===== config.mk =====
export PLATFORM = sky130hd
export DESIGN_NAME = fetch_ctrl
export DESIGN_NICKNAME = d
export VERILOG_FILES = /design/src/rtl/fetch_ctrl.sv
export SDC_FILE = /design/constraint.sdc
export NUM_CORES = 1
export LEC_CHECK = 0
export CAP_MARGIN = 30
export CORE_AREA = 2 2 153 155
export DETAILED_ROUTE_END_ITERATION = 6
export DIE_AREA = 0 0 155 157
export PLACE_DENSITY = 0.66
export SETUP_SLACK_MARGIN = 0.05
export SKIP_LAST_GASP = 1
export SYNTH_ARGS = -nofsm -noshare
export SYNTH_HDL_FRONTEND = slang
export SYNTH_SLANG_ARGS = --single-unit

===== constraint.sdc =====
create_clock -name clk -period 6.85 [get_ports clk]
set_input_delay 0.685 -clock clk [delete_from_list [all_inputs] [get_ports clk]]
set_output_delay 0.685 -clock clk [all_outputs]
set_load 0.01 [all_outputs]

===== src/rtl/fetch_ctrl.sv =====
// fetch_ctrl: instruction-fetch sequencer driving PC load/inc, imem reads and decode handshake; optional FETCH_CTRL_PERF_EN adds perf counters
module fetch_ctrl (
    input  logic        clk,
    input  logic        rst,
    input  logic        run,
    input  logic [63:0] pc_q,
    output logic        pc_load,
    output logic [1:0]  pc_inc,
    output logic [63:0] pc_d,
    output logic        imem_req,
    output logic [63:0] imem_addr,
    input  logic        imem_ack,
    input  logic [63:0] imem_rdata,
    input  logic        redirect_valid,
    input  logic [63:0] redirect_target,
    output logic        ir_valid,
    output logic [63:0] ir_data,
    input  logic        ir_ready,
    output logic        fault
`ifdef FETCH_CTRL_PERF_EN
    ,
    output logic [31:0] perf_issued,
    output logic [31:0] perf_fetch_wait
`endif
);
    typedef enum logic [1:0] {IDLE, FETCH, ISSUE, FAULT} state_t;
    state_t state, state_n;
    logic pend_valid, pend_set, pend_clr, ir_latch;
    logic [63:0] pend_target;
    // next-state and Mealy outputs; a redirect always wins over a handshake
    always_comb begin
        state_n = state;
        pc_load = 1'b0;
        pc_inc = 2'b00;
        pc_d = 64'd0;
        imem_req = 1'b0;
        imem_addr = 64'd0;
        ir_valid = 1'b0;
        fault = 1'b0;
        pend_set = 1'b0;
        pend_clr = 1'b0;
        ir_latch = 1'b0;
        case (state)
            IDLE: begin
                if (redirect_valid) begin
                    pc_load = 1'b1;
                    pc_d = redirect_target;
                end else if (run) begin
                    state_n = FETCH;
                end
            end
            FETCH: begin
                imem_req = 1'b1;
                imem_addr = pc_q;
                if (imem_ack) begin
                    pend_clr = 1'b1;
                    if (redirect_valid || pend_valid) begin
                        pc_load = 1'b1;
                        pc_d = redirect_valid ? redirect_target : pend_target;
                        state_n = run ? FETCH : IDLE;
                    end else begin
                        ir_latch = 1'b1;
                        state_n = (imem_rdata[1:0] != 2'b00) ? ISSUE : FAULT;
                    end
                end else if (redirect_valid) begin
                    pend_set = 1'b1;
                end
            end
            ISSUE: begin
                ir_valid = ~redirect_valid;
                if (redirect_valid) begin
                    pc_load = 1'b1;
                    pc_d = redirect_target;
                    state_n = FETCH;
                end else if (ir_ready) begin
                    pc_inc = ir_data[1:0];
                    state_n = run ? FETCH : IDLE;
                end
            end
            FAULT: begin
                fault = 1'b1;
                if (redirect_valid) begin
                    pc_load = 1'b1;
                    pc_d = redirect_target;
                    state_n = FETCH;
                end
            end
            default: state_n = IDLE;
        endcase
    end
    // state, instruction latch and pending-redirect registers
    always_ff @(posedge clk or posedge rst) begin
        if (rst) begin
            state <= IDLE;
            ir_data <= 64'd0;
            pend_valid <= 1'b0;
            pend_target <= 64'd0;
        end else begin
            state <= state_n;
            if (ir_latch) ir_data <= imem_rdata;
            if (pend_set) begin
                pend_valid <= 1'b1;
                pend_target <= redirect_target;
            end else if (pend_clr) begin
                pend_valid <= 1'b0;
            end
        end
    end
`ifdef FETCH_CTRL_PERF_EN
    // issue handshakes and memory stall cycles, wrapping counters
    always_ff @(posedge clk or posedge rst) begin
        if (rst) begin
            perf_issued <= 32'd0;
            perf_fetch_wait <= 32'd0;
        end else begin
            if (state == ISSUE && ir_valid && ir_ready) perf_issued <= perf_issued + 32'd1;
            if (state == FETCH && !imem_ack) perf_fetch_wait <= perf_fetch_wait + 32'd1;
        end
    end
`endif
endmodule


==> reports/results.md, run 1 <==
• 0 — post-detailed-route DRC marker count
• register to primary output — class of the most critical setup path
• 17.1 µm — Routed wire per std cell
• 6.61% — met3 routing resource usage after global routing
• 100% — proportion of register bits with asynchronous set or reset after synthesis
• 0 — final count of pins violating max slew
• 0.819 — routability-driven placement congestion ratio
• 413 nW/µm² — Power Dens Cells
• 24300 µm² — die area
• 1110 — NumNets Final
• 0 — antenna violations before repair
• finished clean — run status
• 48.3% — sequential fraction of the synthesis area
• 0.41 ns — Clk Latency, worst-skew pair
• 2 — clock buffer depth
• 3.38 ns — arrival time at the worst endpoint
• 0.207 mV — peak ir drop on the vdd network
• 4 — # H-tree levels
• 0 — n_diodes
• 13.0 µm² — Post-Syn Area per Cell
• 0 — Final setup violation count
• sky130_fd_sc_hd__clkbuf_16 — CTS Root Cell
• 4 — first-pass iteration count of the detailed router
• sky130_fd_sc_hd__dfrtp_1, sky130_fd_sc_hd__mux2_4, sky130_fd_sc_hd__mux2_2, sky130_fd_sc_hd__mux2i_1, sky130_fd_sc_hd__and2_1 — cell types occupying the most area after synthesis
• 67 — largest fanout on the critical path
• 4.34 — ratio of routed vias to standard cells
• 157 µm — vertical die dimension
• 0.07 ns — Clk pin slew, worst setup/hold paths
• 0.503 ns — Post-Route Hold Slack
• 0 — post-cts resize count
• 17 — clock buffers created by TritonCTS
• 0.246 GHz — achievable frequency
• done — clock tree from TritonCTS
• no — unrepaired setup endpoints after global routing
• 131 — synthesized flop and latch total
• 0 — final number of hold-violating endpoints
• 59.4% — share of the clock period used by the worst path
• 221 — number of DRC markers in iteration 0
• register to register — Hold Path Class
• 42.2% — worst relative slew slack
• 19.0% — fraction of layout instances using a drive strength above 1
• 55 — number of cell rows
• 5235 — routed via count
• 50.9% — final core area utilization
• 26 — count of cell types in the netlist
• 1205 — non-filler cells, final
• 6.16 ns — Worst EP required
• sky130_fd_sc_hd__dfrtp_1 — dominant register cell in the synthesized netlist
• primary output — endpoint kind of the worst setup timing path
• 22.0% — met1 demand-to-capacity share in global routing
• 0 — setup bufs post-CTS
• 0 — total gr overflow
• 0 — hold bufs inserted after CTS
• 30.2% — Starting Density
• 4.73 mW — total power
• 4.07 ns — Min Clock Period, post-route
• 396 — IO Count
• 131 — CTS sink count
• met2 — GR peak layer
• sky130_fd_sc_hd__dfrtp_1, sky130_fd_sc_hd__mux2_2, sky130_fd_sc_hd__mux2i_1, sky130_fd_sc_hd__and2_1, sky130_fd_sc_hd__nor2_1 — ranking of synthesized cells by instance count
• sky130_fd_sc_hd__dfrtp_1 — most area-hungry cell type in the Yosys netlist
• 68.9% — layout overhead on the synthesized area
• 0 — number of enable-type register cells in the synthesized netlist
• 4.92 nW — static leakage
• 5524 — vias in the first global route
• 724 — synthesized net count
• 1173 — Cell Count Post-Placement
• 0 — number of nets still failing antenna checks after routing
• 0 ns — summed negative setup slack over all endpoints
• 68 — maximum number of pins on one net before global-route repair
• sky130_fd_sc_hd__dfrtp_1 — most instantiated library cell after synthesis
• 395 — number of input and output port buffers inserted
• 16.9% — total global-route track usage
• register — startpoint type of the worst setup path
• 20600 µm — WL final
• 0.00772 ns — Layout Skew
• 31800 µm — first-pass GRT wire length
• 48.3% — area share of the largest cell type after synthesis
• 0.867 ns — slew at the pin with the worst max-slew slack
• 22500 µm² — area of the core
• 15400 µm — post-DP HPWL
• 26.5% — met2 Resource Use GR
• 0 — max-cap violation count
• 0 — Synthesis Warnings
• 6790 µm² — area of the mapped netlist
• 521 — number of instances in the synthesized netlist
• 155 µm — Die X-Extent
per-layer routing:
layer  routed length [µm]  vias up
met5                    0        -
met4                  126        0
met3                 1760        7
met2                 9400      196
met1                 9340     2495
li1                     -     2537
per-stage QoR:
stage | worst slack [ns] | cell area [µm²]
floorplan | 2.67 | 6790
global placement | 3.16 | 10800
detailed placement | 3.14 | 10900
CTS | 2.70 | 11500
global route | 2.49 | 11500
finish | 2.78 | 11500
critical path: stages, from the launching register on:
cell,delay (ns)
sky130_fd_sc_hd__dfrtp_1,0.40
sky130_fd_sc_hd__inv_1,0.13
sky130_fd_sc_hd__ha_1,0.16
sky130_fd_sc_hd__buf_4,0.42
sky130_fd_sc_hd__nor2b_1,0.23
sky130_fd_sc_hd__or2_2,0.48
sky130_fd_sc_hd__buf_4,0.48
sky130_fd_sc_hd__nor2_1,0.13
sky130_fd_sc_hd__clkdlybuf4s50_1,0.50
layout make-up:
cell class | count | area (µm²)
multi-input cells | 349 | 3190
clock buffers | 17 | 425
flip-flops and latches | 131 | 3280
clock inverters | 15 | 150
inverters | 6 | 27.5
fillers | 1997 | 11000
well taps | 285 | 357
repair buffers | 402 | 4040
worst paths after layout:
check | slack, ns | from | end | cells past startpoint
min in group asynchronous | 0.75 | rst | ir_data[30] | 2
min | 0.50 | pend_target[31] | pend_target[31] | 1
max in group asynchronous | 4.77 | rst | pend_target[12] | 3
max | 2.78 | state[1] | pc_d[43] | 8
min reg2reg | 0.50 | pend_target[31] | pend_target[31] | 1
max reg2reg | 4.63 | state[1] | ir_data[47] | 7
where the power goes:
group / total [mW] / internal, mW / switching, mW
sequential: 1.39 / 1.17 / 0.215
clock: 0.900 / 0.489 / 0.411
combinational: 2.44 / 1.51 / 0.938
cells by family (layout without fill, tap and decap cells):
| logic type | Yosys count | after routing | synth area share [%] |
|---|---|---|---|
| mux | 194 | 194 | 34.3 |
| buf+inv | 41 | 440 | 4.91 |
| flops | 131 | 131 | 48.3 |
| compound gates | 8 | 8 | 0.645 |
| simple gates | 142 | 142 | 10.9 |
| fa+ha+maj | 5 | 5 | 0.922 |
layout by cell type (no fill, tap or decap), drive strengths merged, types with 2 or more instances in the layout:
| master | netlist | routed |
|---|---|---|
| a21oi | 4 | 4 |
| and2 | 64 | 64 |
| ha | 5 | 5 |
| nand2 | 5 | 5 |
| o21ai | 3 | 3 |
| clkbuf | 8 | 17 |
| mux2 | 128 | 128 |
| nor2 | 66 | 66 |
| inv | 6 | 19 |
| clkdlybuf4s50 | 0 | 394 |
| buf | 27 | 8 |
| nor2b | 2 | 2 |
| mux2i | 66 | 66 |
| and3 | 2 | 2 |
| dfrtp | 131 | 131 |
registers in the layout, indices dropped and copies added (netlist names):
name,flops
ir_data,64
pend_target,64
state,2
pend_valid,1
(Power assumes the default switching activity.)
==> run 2: changes to the inputs <==
--- a/config.mk
+++ b/config.mk
@@ -6,10 +6,10 @@
 export NUM_CORES = 1
 export LEC_CHECK = 0
 export CAP_MARGIN = 30
-export CORE_AREA = 2 2 153 155
+export CORE_AREA = 2 2 152 154
 export DETAILED_ROUTE_END_ITERATION = 6
-export DIE_AREA = 0 0 155 157
-export PLACE_DENSITY = 0.66
+export DIE_AREA = 0 0 154 156
+export PLACE_DENSITY = 0.67
 export SETUP_SLACK_MARGIN = 0.05
 export SKIP_LAST_GASP = 1
 export SYNTH_ARGS = -nofsm -noshare
==> constraint.sdc (replaced) <==
create_clock -name clk -period 4.1 [get_ports clk]
set_input_delay 0.41 -clock clk [delete_from_list [all_inputs] [get_ports clk]]
set_output_delay 0.41 -clock clk [all_outputs]
set_load 0.01 [all_outputs]
==> reports/results.md, run 2 (synthesized netlist as in run 1, its figures left out) <==
• 6 — depth of the worst register-to-register path, was 7
• sky130_fd_sc_hd__or2_2 — CP max stage cell, was sky130_fd_sc_hd__clkdlybuf4s50_1
• 0 — total gr overflow, unchanged
• 0 — hold bufs inserted after CTS, unchanged
• ir_data: 64 flops, pend_target: 64 flops, state: 2 flops — leading registers by flop count, unchanged
• 1175 — Cell Count Post-Placement, was 1173
• 16.4% — total global-route track usage, was 16.9%
• 147 — number of DRC markers in iteration 0, was 221
• 16.7 µm — Routed wire per std cell, was 17.1 µm
• 0.328 mV — peak ir drop on the vdd network, was 0.207 mV
• 29.5% — portion of total power attributed to sequential cells, was 29.3%
• 30.3% — Starting Density, was 30.2%
• 15200 µm — post-DP HPWL, was 15400 µm
• 0.414 ns — Post-Route Hold Slack, was 0.503 ns
• 0 — final number of hold-violating endpoints, unchanged
• 7 — instance count on the critical path, was 8
• 0 — max-cap violation count, unchanged
• 55 — number of cell rows, unchanged
• 0 — Final setup violation count, unchanged
• 0.42 ns — Clk Latency, worst-skew pair, was 0.41 ns
• 5404 — vias in the first global route, was 5524
• 17 — clock buffers created by TritonCTS, unchanged
• 51.4% — final core area utilization, was 50.9%
• 0 — setup bufs post-CTS, unchanged
• 5.33 mW — Internal Power, was 3.17 mW
• 80.7% — share of the clock period used by the worst path
• finished clean — run status, unchanged
• 0.06 ns — Clk pin slew, worst setup/hold paths, was 0.07 ns
• 0 — post-detailed-route DRC marker count, unchanged
• no — unrepaired setup endpoints after global routing, unchanged
• 2 — clock buffer depth, unchanged
• 19.2% — fraction of layout instances using a drive strength above 1, was 19.0%
• 0.790 ns — final worst-path setup slack, was 2.78 ns
• 32.0% — fraction of power spent switching nets, was 33.1%
• 396 — IO Count, unchanged
• register to primary output — class of the most critical setup path, unchanged
• 2.90 ns — arrival time at the worst endpoint, was 3.38 ns
• 4.92 nW — static leakage, about the same
• 20200 µm — WL final, was 20600 µm
• 156 µm — vertical die dimension, was 157 µm
• 0.0137 ns — Layout Skew, was 0.00772 ns
• 131 — CTS sink count, unchanged
• 69.3% — layout overhead on the synthesized area, was 68.9%
• 0 — final count of pins violating max slew, unchanged
• 39 — largest fanout on the critical path, was 67
• inv_1 -> ha_1 -> nor2b_1 -> or2_2 -> buf_4 -> nor2_1 -> clkdlybuf4s50_1 — cell-by-cell trace of the critical path, was inv_1 -> ha_1 -> buf_4 -> nor2b_1 -> or2_2 -> buf_4 -> nor2_1 -> clkdlybuf4s50_1
• 0 — n_diodes, unchanged
• 18.5% — part of the total power dissipated in the clock network, was 19.0%
• 154 µm — Die X-Extent, was 155 µm
• 0.302 GHz — achievable frequency
• 0.52 ns — CP peak stage delay, was 0.50 ns
• 0 ns — summed negative setup slack over all endpoints, unchanged
• 0.828 — routability-driven placement congestion ratio, was 0.819
• 1207 — non-filler cells, final, was 1205
• 4.30 — ratio of routed vias to standard cells, was 4.34
• 395 — number of input and output port buffers inserted, unchanged
• 4 — first-pass iteration count of the detailed router, unchanged
• 24000 µm² — die area, was 24300 µm²
• sky130_fd_sc_hd__clkdlybuf4s50_1, sky130_fd_sc_hd__dfrtp_1, sky130_fd_sc_hd__mux2_2 — commonest non-fill, non-tap cells in the layout, unchanged
• 50.3% — worst relative slew slack, was 42.2%
• buffers and inverters — Top delay family on crit path, unchanged
• 4 — # H-tree levels, unchanged
• 0.746 ns — slew at the pin with the worst max-slew slack, was 0.867 ns
• 3280 µm² — total area of sequential cells, unchanged
• primary output — endpoint kind of the worst setup timing path, unchanged
• 5195 — routed via count, was 5235
• 0 — post-cts resize count, unchanged
• 2022 — number of fill cells in the layout, was 1997
• 3.69 ns — Worst EP required, was 6.16 ns
• 66 — maximum number of pins on one net before global-route repair, was 68
• 22400 µm² — area of the core, was 22500 µm²
• 52.0% — relative contribution of combinational cells to total power, was 51.7%
• done — clock tree from TritonCTS, unchanged
• register — startpoint type of the worst setup path, unchanged
• input pin to asynchronous set/reset pin — Hold Path Class, was register to register
• sky130_fd_sc_hd__clkbuf_16 — CTS Root Cell, unchanged
• 682 nW/µm² — Power Dens Cells, was 413 nW/µm²
• sky130_fd_sc_hd__clkdlybuf4s50_1 — leading cell type in the layout, fill and taps excluded, unchanged
• 1112 — NumNets Final, was 1110
• 3.31 ns — Min Clock Period, post-route
• 3190 µm² — area of combinational cells with multiple inputs, unchanged
• 0 — number of nets still failing antenna checks after routing, unchanged
• 3 — number of buffers and inverters on the critical path, was 4
• 2.51 mW — switching pwr, was 1.56 mW
• 1.05 ns — worst slack at placement, was 3.14 ns
• 0 — antenna violations before repair, unchanged
• 30700 µm — first-pass GRT wire length, was 31800 µm
-- run 2: cell types whose count changed in the layout (fill, tap and decap cells not counted), sizes merged --
cell      change
clkinvlp      +3
bufinv        +1
inv           -9
clkinv        +4
clkbuf        +1
buf           +2
-- run 2: final timing paths --
path	slack, ns	end	startpoint
min reg2reg	0.50	pend_target[39]	pend_target[39]
max reg2reg	1.77	ir_data[60]	state[1]
max	0.79	pc_d[39]	state[1]
min in group clk	0.50	pend_target[39]	pend_target[39]
max in group asynchronous	2.83	ir_data[18]	rst
min	0.41	ir_data[47]	rst
-- run 2: power groups by stage --
stage	Sequential [mW]	Combinational, mW	Clock [mW]
2_1_floorplan	2.41	1.97	0
4_1_cts	2.31	4.13	1.50
3_3_place_gp	2.30	4.08	0
3_5_place_dp	2.31	4.12	0
5_1_grt	2.40	4.35	1.57
6_report	2.31	4.07	1.45
-- run 2: per-layer routing --
layer	track usage [%]	vias to the layer above	part of all wire [%]
met3	7.03	17	9.0
met1	21.1	2435	44
met5	0	-	0
met4	4.45	0	1.0
met2	25.4	211	46
li1	-	2532	-
-- run 2: area by class of cell --
| class | instances | area share (%) |
|---|---|---|
| tap | 285 | 3.10 |
| timing repair buffer | 404 | 35.4 |
| inverter | 6 | 0.240 |
| clock buffer | 18 | 3.82 |
| clock inverter | 14 | 1.11 |
| multi-input combinational | 349 | 27.7 |
| sequential | 131 | 28.5 |
-- run 2: metrics by stage --
stage / instance area (µm²) / total power [mW]
after floorplan: 6790 / 4.38
after global placement: 10900 / 6.38
after detailed placement: 10900 / 6.42
after CTS: 11500 / 7.95
after global routing: 11500 / 8.31
final: 11500 / 7.84
==> run 3: changes to the inputs <==
--- a/config.mk
+++ b/config.mk
@@ -6,10 +6,10 @@
 export NUM_CORES = 1
 export LEC_CHECK = 0
 export CAP_MARGIN = 30
-export CORE_AREA = 2 2 152 154
+export CORE_AREA = 2 2 156 158
 export DETAILED_ROUTE_END_ITERATION = 6
-export DIE_AREA = 0 0 154 156
-export PLACE_DENSITY = 0.67
+export DIE_AREA = 0 0 158 160
+export PLACE_DENSITY = 0.66
 export SETUP_SLACK_MARGIN = 0.05
 export SKIP_LAST_GASP = 1
 export SYNTH_ARGS = -nofsm -noshare
==> constraint.sdc (replaced) <==
create_clock -name clk -period 2.68 [get_ports clk]
set_input_delay 0.268 -clock clk [delete_from_list [all_inputs] [get_ports clk]]
set_output_delay 0.268 -clock clk [all_outputs]
set_load 0.01 [all_outputs]
==> reports/results.md, run 3 (synthesized netlist as in run 1, its figures left out) <==
• finished clean — run status, unchanged
• 70.6% — layout overhead on the synthesized area, was 69.3%
• 0 ns — summed negative setup slack over all endpoints, unchanged
• ir_data: 64 flops, pend_target: 64 flops, state: 2 flops — leading registers by flop count, unchanged
• 2.41 ns — Worst EP required, was 3.69 ns
• 0.0104 ns — Layout Skew, was 0.0137 ns
• sky130_fd_sc_hd__clkdlybuf4s50_1 — CP max stage cell, was sky130_fd_sc_hd__or2_2
• 158 µm — Die X-Extent, was 154 µm
• 396 — IO Count, unchanged
• 11000 µm² — Post-DP Area, was 10900 µm²
• 4 — # H-tree levels, unchanged
• yes — unrepaired setup endpoints after global routing, was no
• 3280 µm² — total area of sequential cells, unchanged
• 28.5% — Starting Density, was 30.3%
• 131 — CTS sink count, unchanged
• 0 — post-detailed-route DRC marker count, unchanged
• sky130_fd_sc_hd__clkdlybuf4s50_1 — leading cell type in the layout, fill and taps excluded, unchanged
• 25300 µm² — die area, was 24000 µm²
• 57 — number of cell rows, was 55
• sky130_fd_sc_hd__clkdlybuf4s50_1, sky130_fd_sc_hd__dfrtp_1, sky130_fd_sc_hd__mux2_2 — commonest non-fill, non-tap cells in the layout, unchanged
• 65 — largest fanout on the critical path, was 39
• 395 — number of input and output port buffers inserted, unchanged
• register — startpoint type of the worst setup path, unchanged
• 1117 — NumNets Final, was 1112
• 0 — total gr overflow, unchanged
• 92.8% — share of the clock period used by the worst path
• sky130_fd_sc_hd__clkbuf_16 — CTS Root Cell, unchanged
• 19.8% — fraction of layout instances using a drive strength above 1, was 19.2%
• 0 — max-cap violation count, unchanged
• 0 — hold bufs inserted after CTS, unchanged
• 0.61 ns — CP peak stage delay, was 0.52 ns
• 17 — clock buffers created by TritonCTS, unchanged
• 0.42 ns — Clk Latency, worst-skew pair, about the same
• done — clock tree from TritonCTS, unchanged
• 15800 µm — post-DP HPWL, was 15200 µm
• 0.763 — routability-driven placement congestion ratio, was 0.828
• 4 — first-pass iteration count of the detailed router, unchanged
• 0 — final count of pins violating max slew, unchanged
• 189 — number of DRC markers in iteration 0, was 147
• 1030 nW/µm² — Power Dens Cells, was 682 nW/µm²
• 0.402 GHz — achievable frequency
• 0.405 mV — peak ir drop on the vdd network, was 0.328 mV
• 0 — Final setup violation count, unchanged
• 2249 — number of fill cells in the layout, was 2022
• 0 — final number of hold-violating endpoints, unchanged
• 16.7% — total global-route track usage, was 16.4%
• 5363 — routed via count, was 5195
• 2.22 ns — arrival time at the worst endpoint, was 2.90 ns
• 0 — number of nets still failing antenna checks after routing, unchanged
• 32100 µm — first-pass GRT wire length, was 30700 µm
• 0.07 ns — Clk pin slew, worst setup/hold paths, was 0.06 ns
• 0.617 ns — slew at the pin with the worst max-slew slack, was 0.746 ns
• inv_1 -> ha_2 -> clkbuf_8 -> and2_1 -> clkdlybuf4s50_1 — cell-by-cell trace of the critical path, was inv_1 -> ha_1 -> nor2b_1 -> or2_2 -> buf_4 -> nor2_1 -> clkdlybuf4s50_1
• 2 — clock buffer depth, unchanged
• 2.49 ns — Min Clock Period, post-route
• 5732 — vias in the first global route, was 5404
• 3190 µm² — area of combinational cells with multiple inputs, about the same
• 5.26 nW — static leakage, was 4.92 nW
• 0 — n_diodes, unchanged
• 4.29 — ratio of routed vias to standard cells, was 4.30
• 0 — antenna violations before repair, unchanged
• 23800 µm² — area of the core, was 22400 µm²
• 16.9 µm — Routed wire per std cell, was 16.7 µm
• 11600 µm² — cell area after layout, was 11500 µm²
• 48.6% — final core area utilization, was 51.4%
• input pin to asynchronous set/reset pin — Hold Path Class, unchanged
• 58.9% — worst relative slew slack, was 50.3%
• 21200 µm — WL final, was 20200 µm
• 160 µm — vertical die dimension, was 156 µm
• register to primary output — class of the most critical setup path, unchanged
• primary output — endpoint kind of the worst setup timing path, unchanged
• 84 — maximum number of pins on one net before global-route repair, was 66
run 3: what timing repair did:
item,CTS,global route
endpoints found under the setup margin,87,71
pin swaps,0,0
gates resized for setup,64,9
buffers inserted,2,0
run 3: layout make-up:
cell class              count  share of cell area [%]
clock inverters            13                    1.18
clock buffers              19                    3.91
flip-flops and latches    131                    28.3
multi-input cells         349                    27.6
well taps                 324                    3.50
inverters                   6                   0.227
repair buffers            409                    35.3
run 3: power breakdown:
part	switching (mW)	internal [mW]	total [mW]	leakage, nW
Combinational	2.40	3.71	6.11	3.42
Clock	0.977	1.36	2.34	0.282
Sequential	0.504	2.99	3.50	1.56
Total	3.88	8.07	11.9	5.26
run 3: worst max-delay path: cells and delay by family, from the launching register on:
family	cells	cell delay [ns]
fa+ha+maj	1	0.21
buf+inv	3	1.02
flops	1	0.38
simple gates	1	0.17
run 3: path summary, 6_finish.rpt:
path                                    to  depth (start not counted)            start  slack [ns]
setup / recovery              imem_addr[7]                          5         state[1]        0.19
hold / removal                 ir_data[34]                          3              rst        0.33
setup reg to reg               ir_data[44]                          6         state[1]        0.69
hold reg to reg            pend_target[54]                          1  pend_target[54]        0.50
max in group asynchronous  pend_target[39]                          3              rst        1.82
min in group clk               ir_data[21]                          2   imem_rdata[21]        0.46
run 3: per-stage QoR:
stage	total power, mW	cells	worst slack [ns]	hold slack (ns)
3_5_place_dp	9.87	1217	0.128	0.491
2_1_floorplan	6.70	521	0.789	0.416
3_3_place_gp	9.83	1217	0.158	0.485
5_1_grt	12.7	1251	0.0234	0.383
4_1_cts	12.1	1251	0.00361	0.362
6_report	11.9	1251	0.193	0.334
run 3: per-layer routing:
| layer | track usage [%] | vias up | routed length, µm |
|---|---|---|---|
| met5 | 0 | - | 0 |
| met4 | 5.53 | 0 | 413 |
| met3 | 4.99 | 26 | 1530 |
| met2 | 30.4 | 220 | 11100 |
| met1 | 18.4 | 2569 | 8150 |
| li1 | - | 2548 | - |
